--- config.mk ---
export PLATFORM = sky130hd
export DESIGN_NAME = code_stream_loader
export DESIGN_NICKNAME = d
export VERILOG_FILES = /design/src/rtl/code_stream_loader.sv
export SDC_FILE = /design/constraint.sdc
export NUM_CORES = 1
export LEC_CHECK = 0
export ABC_AREA = 1
export BUFFER_PORTS_ARGS = -buffer_cell sky130_fd_sc_hd__buf_2
export CAP_MARGIN = 20
export CELL_PAD_IN_SITES_DETAIL_PLACEMENT = 2
export CELL_PAD_IN_SITES_GLOBAL_PLACEMENT = 2
export CORE_MARGIN = 2
export CORE_UTILIZATION = 26
export DETAILED_ROUTE_END_ITERATION = 10
export PLACE_DENSITY = 0.77
export SLEW_MARGIN = 20
export SYNTH_ARGS = -nofsm -noshare
export SYNTH_HDL_FRONTEND = slang
export SYNTH_SLANG_ARGS = --single-unit
--- constraint.sdc ---
create_clock -name clk_clk -period 1.6 [get_ports clk_clk]
set_input_delay 0.16 -clock clk_clk [delete_from_list [all_inputs] [get_ports clk_clk]]
set_output_delay 0.16 -clock clk_clk [all_outputs]
set_load 0.01 [all_outputs]
--- src/rtl/code_stream_loader.sv ---
// rtl/code_stream_loader.sv - streams code words into code storage, then starts execution
module code_stream_loader #(
    parameter int DATA_W = 12,
    parameter int LINE_W = 32,
    parameter int DEPTH  = 256
) (
    input  logic              clk_clk,
    input  logic              reset_reset,
    input  logic              start,
    input  logic              append,
    input  logic              halt,
    input  logic              in_valid,
    output logic              in_ready,
    input  logic [DATA_W-1:0] in_data,
    input  logic              in_last,
    output logic [LINE_W-1:0] code_storage_write_interface_write_line,
    output logic [DATA_W-1:0] code_storage_write_interface_write_data,
    output logic              code_storage_write_interface_is_write,
    output logic              code_storage_code_control_interface_reset,
    output logic              code_storage_code_control_interface_active,
    output logic [LINE_W-1:0] loaded_count,
    output logic              overflow
);

    typedef enum logic [2:0] {
        S_IDLE,
        S_LOAD,
        S_FLUSH,
        S_RST,
        S_RUN,
        S_ERR
    } state_t;

    // Pointer carries one extra bit so a completely full store (DEPTH lines) is representable.
    localparam logic [LINE_W:0] DEPTH_L = (LINE_W+1)'(DEPTH);
    localparam logic [LINE_W:0] ONE_L   = (LINE_W+1)'(1);

    state_t              state_q, state_d;
    logic [LINE_W:0]     ptr_q, ptr_d;
    logic                in_ready_q, in_ready_d;
    logic                wr_q, wr_d;
    logic [LINE_W-1:0]   wr_line_q, wr_line_d;
    logic [DATA_W-1:0]   wr_data_q, wr_data_d;
    logic                ctl_rst_q, ctl_rst_d;
    logic                active_q, active_d;
    logic                overflow_q, overflow_d;
    logic                accept;

    // Next-state and next-output computation; outputs are derived from the next state so they come straight off flops.
    always_comb begin
        state_d    = state_q;
        ptr_d      = ptr_q;
        overflow_d = overflow_q;
        wr_d       = 1'b0;
        wr_line_d  = wr_line_q;
        wr_data_d  = wr_data_q;
        accept     = in_valid & in_ready_q;

        case (state_q)
            S_IDLE, S_ERR: begin
                if (start) begin
                    state_d    = S_LOAD;
                    overflow_d = 1'b0;
                    if (!append) begin
                        ptr_d = '0;
                    end
                end
            end
            S_LOAD: begin
                if (accept) begin
                    wr_d      = 1'b1;
                    wr_line_d = ptr_q[LINE_W-1:0];
                    wr_data_d = in_data;
                    ptr_d     = ptr_q + ONE_L;
                end
                // halt beats in_last; a word offered to a full store is a capacity error
                if (halt) begin
                    state_d = S_IDLE;
                end else if (accept && in_last) begin
                    state_d = S_FLUSH;
                end else if (in_valid && (ptr_q == DEPTH_L)) begin
                    state_d    = S_ERR;
                    overflow_d = 1'b1;
                end
            end
            S_FLUSH: state_d = S_RST;
            S_RST:   state_d = S_RUN;
            S_RUN: begin
                if (halt) begin
                    state_d = S_IDLE;
                end
            end
            default: state_d = S_IDLE;
        endcase

        in_ready_d = (state_d == S_LOAD) && (ptr_d < DEPTH_L);
        ctl_rst_d  = (state_d == S_RST);
        active_d   = (state_d == S_RUN);
    end

    // State and registered outputs; reset clears everything, including a pending write strobe.
    always_ff @(posedge clk_clk) begin
        if (reset_reset) begin
            state_q    <= S_IDLE;
            ptr_q      <= '0;
            in_ready_q <= 1'b0;
            wr_q       <= 1'b0;
            wr_line_q  <= '0;
            wr_data_q  <= '0;
            ctl_rst_q  <= 1'b0;
            active_q   <= 1'b0;
            overflow_q <= 1'b0;
        end else begin
            state_q    <= state_d;
            ptr_q      <= ptr_d;
            in_ready_q <= in_ready_d;
            wr_q       <= wr_d;
            wr_line_q  <= wr_line_d;
            wr_data_q  <= wr_data_d;
            ctl_rst_q  <= ctl_rst_d;
            active_q   <= active_d;
            overflow_q <= overflow_d;
        end
    end

    assign in_ready                                   = in_ready_q;
    assign code_storage_write_interface_write_line    = wr_line_q;
    assign code_storage_write_interface_write_data    = wr_data_q;
    assign code_storage_write_interface_is_write      = wr_q;
    assign code_storage_code_control_interface_reset  = ctl_rst_q;
    assign code_storage_code_control_interface_active = active_q;
    assign loaded_count                               = ptr_q[LINE_W-1:0];
    assign overflow                                   = overflow_q;

endmodule

==> insert_results.sql <==
INSERT INTO impl_metrics (metric_group, metric, value, unit) VALUES
('placed_design', 'placed_cells_incl_taps', '1113', ''),
('critical_path', 'r2r-end', 'in_ready', ''),
('floorplanning', 'placeable_core_region', '17240', 'µm²'),
('synthesis', 'syn-instance-count', '681', ''),
('sta', 'tns', '-18.37', 'ns'),
('global_routing', 'met1_use_gr', '31.04', '%'),
('sta', 'final_max_slew_viol_count', '0', ''),
('critical_path', 'crit_buf_inv', '1', ''),
('floorplanning', 'die_x', '136.7', 'µm'),
('final_layout', 'flow.area_growth_from_synthesis', '92.07', '%'),
('critical_path', 'startpoint_kind_of_the_worst_setup_timing_path', 'register', ''),
('drt', 'antenna_violating_nets_post_route', '0', ''),
('critical_path', 'worstPathRequired', '1.89', 'ns'),
('global_routing', 'grt_max_degree', '31', ''),
('drt', 'detail_route.wirelength', '35310', 'µm'),
('critical_path', 'r2r.worst_path.cells', '13', ''),
('final_layout', 'fin_cells', '1189', ''),
('floorplanning', 'design.die.area', '18690', 'µm²'),
('synthesis', 'synth_area_per_cell', '6.723', 'µm²'),
('drt', 'drtPass1Iterations', '5', ''),
('floorplanning', 'pin_count', '100', ''),
('critical_path', 'cp_data_arrival_time', '2.64', 'ns'),
('synthesis', 'synth-seq-area-share', '37.17', '%'),
('final_layout', 'postLayoutCoreUtil', '51.02', '%'),
('clocking', 'worst_setup_hold_path_clk_slew', '0.08', 'ns'),
('sta', 'finalHoldViolations', '0', ''),
('critical_path', 'timing.setup.critical_path_class', 'reg -> reg', ''),
('placed_design', 'placement.setup.worst_slack', '-0.5811', 'ns'),
('sta', 'setup_ws_post_layout', '-0.7420', 'ns'),
('critical_path', 'crit_chain', 'ha_4 > nand2_4 > nor2_4 > nand2_4 > inv_1 > nand3_1 > nand3_1 > nand2_1 > nor2_1 > nand2_2 > nor2_4 > nand3_2 > nor2_2', ''),
('drt', 'detail_route.iter0.violations', '272', ''),
('synthesis', 'synth_area_leaders', 'sky130_fd_sc_hd__dfxtp_1 (37%), sky130_fd_sc_hd__nand2_1 (11%), sky130_fd_sc_hd__nor2_1 (7.9%), sky130_fd_sc_hd__a21oi_1 (6.1%), sky130_fd_sc_hd__nand3_1 (5.9%)', ''),
('critical_path', 'endpoint', 'in_ready', ''),
('critical_path', 'crit_fanout', '4', ''),
('clocking', 'ctsLongestPathBuffers', '2', ''),
('hold_path', 'worstHoldPathType', 'in -> reg', ''),
('status', 'status', 'complete, but fails checks', ''),
('power', 'power_per_cell_area', '642.2', 'nW/µm²'),
('sta', 'fmaxAchievable', '427.0', 'MHz'),
('sta', 'rsz0062_at_grt', 'yes', ''),
('sta', 'layout_min_cycle_time', '2.342', 'ns'),
('sta', 'timing.max_slew.rel_slack', '58.97', '%'),
('global_routing', 'grt_antenna_before_repair', '0', ''),
('final_layout', 'final_nets', '980', ''),
('final_layout', 'n_antenna_cell', '0', ''),
('synthesis', 'synth_top_area_share', '37.17', '%'),
('power', 'peakVddDrop', '0.7696', 'mV'),
('power', 'p_clk_share', '42.0', '%'),
('sta', 'setup-violations-final', '84', ''),
('global_routing', 'grt.busiest_layer', 'met2', ''),
('critical_path', 'cp_top_family', 'simple AND/OR/NAND/NOR gates', ''),
('drt', 'vias', '6444', ''),
('power', 'power', '5647', 'µW'),
('status', 'failed_checks', 'negative setup slack', ''),
('synthesis', 'synth.net_count', '702', ''),
('global_routing', 'first_global_vias', '6668', ''),
('floorplanning', 'die_height', '136.7', 'µm'),
('flow_run', 'cap_viol_max_count', '0', ''),
('hold_path', 'timing.hold.worst.start', 'in_data[4]', ''),
('power', 'p_sw_share', '31.63', '%'),
('placed_design', 'port_buffers', '99', ''),
('placed_design', 'dpl.hpwl', '17010', 'µm'),
('global_routing', 'total_routing_resource_utilization_after_global_routing', '28.85', '%'),
('global_routing', 'globalRouteMet2Util', '52.97', '%'),
('power', 'p_leak', '0.004110', 'µW'),
('synthesis', 'synth.largest_area_cell', 'sky130_fd_sc_hd__dfxtp_1', ''),
('critical_path', 'timing.critical_path.to_type', 'register', ''),
('power', 'share_comb_of_total_power', '18.9', '%'),
('global_routing', 'global_route.usage.met3', '5.333', '%'),
('synthesis', 'yosys_warnings', '0', ''),
('clocking', 'cts_tree', 'built', '');
## power by group through the flow
stage          logic [µW]  registers (µW)  clock network, µW
2_1_floorplan         242            2260                  0
3_3_place_gp          550            2240                  0
3_5_place_dp          577            2240                  0
4_1_cts               677            2190               2270
5_1_grt              1100            2210               2460
6_report             1060            2210               2370
## worst min path at each step
stage          slack (ns)                                          end  cells after the start
6_report             0.05   code_storage_write_interface_write_data[4]                      3
5_1_grt              0.06   code_storage_write_interface_write_data[5]                      3
4_1_cts              0.04   code_storage_write_interface_write_data[1]                      3
3_5_place_dp         0.43   code_storage_write_interface_write_data[5]                      3
3_3_place_gp         0.41  code_storage_write_interface_write_data[10]                      3
2_1_floorplan        0.24                                   state_q[2]                      1
## worst min-delay path, cell delays in order
cell                      delay [ns]
sky130_fd_sc_hd__buf_2          0.09
sky130_fd_sc_hd__o21ai_2        0.05
sky130_fd_sc_hd__nor2_1         0.08
## through the flow
step	area (µm²)	hold slack (ns)
2_1_floorplan	4601	0.2369
4_1_cts	7239	0.04009
3_5_place_dp	6287	0.4306
5_1_grt	8793	0.05629
6_report	8793	0.04651
3_3_place_gp	6287	0.4143
## layout by cell type (no fill, tap or decap), types with 12 or more instances in the layout
master and instances:
sky130_fd_sc_hd__buf_6 45, sky130_fd_sc_hd__inv_1 59, sky130_fd_sc_hd__clkbuf_16 16, sky130_fd_sc_hd__nand3_2 24, sky130_fd_sc_hd__a21oi_2 32, sky130_fd_sc_hd__o21ai_2 32, sky130_fd_sc_hd__nand3_1 26, sky130_fd_sc_hd__buf_4 156
sky130_fd_sc_hd__dfxtp_4 13, sky130_fd_sc_hd__dfxtp_2 14, sky130_fd_sc_hd__nor2_2 25, sky130_fd_sc_hd__nor2_4 37, sky130_fd_sc_hd__o21ai_4 12, sky130_fd_sc_hd__dfxtp_1 58, sky130_fd_sc_hd__a21oi_1 16, sky130_fd_sc_hd__nand2_2 40
sky130_fd_sc_hd__nor2_1 48, sky130_fd_sc_hd__nand2_4 16, sky130_fd_sc_hd__buf_2 99, sky130_fd_sc_hd__inv_2 14, sky130_fd_sc_hd__nand2_1 88
## final cells by class
type | instances | area, µm²
clock inverters | 5 | 61.31
inverters | 78 | 316.6
multi-input cells | 464 | 3505
fillers | 1851 | 8443
flip-flops and latches | 85 | 1768
repair buffers | 321 | 2619
well taps | 225 | 281.5
clock buffers | 11 | 242.7
## layer usage
metal	share of wire (%)	vias up
met4	6.8	0
met2	51	308
met3	4.8	144
met5	0	-
met1	38	3262
li1	-	2730
## what timing repair did
action                     CTS  global route
hold buffers                 0             0
cloned                       3             8
setup endpoints to repair   83            77
gates resized for setup    155           308
pin swaps                   25            81
buffers inserted            16            46
## kinds of logic (layout without fill, tap and decap cells)
logic type,count (synthesis),count (layout),share of synthesized area (%)
flops,85,85,37.17
compound gates,120,120,13.75
simple gates,342,342,34.90
buf+inv,132,415,13.64
fa+ha+maj,2,2,0.5465
## state kept, by name (all words and copies together) (netlist names)
signal / flops
code_storage_write_interface_write_data: 12
code_storage_code_control_interface_active: 1
code_storage_write_interface_write_line: 32
state_q: 3
in_ready: 1
ptr_q: 33
code_storage_write_interface_is_write: 1
code_storage_code_control_interface_reset: 1
overflow: 1
## synth_stat cells, drive strengths merged
master and instances:
o21ai 54, a32o 1, nand2 144, nand4 11
a22oi 1, clkinv 1, inv 77, and3 1
buf 39, dfxtp 85, o22ai 1, a21oi 56
a311oi 1, o31ai 1, nor2 112, clkbuf 15
nand3 59, nor3 13, ha 2, a31oi 2
nor3b 1, o21bai 3, nor4 1
Power figures use the tool's default switching activity.
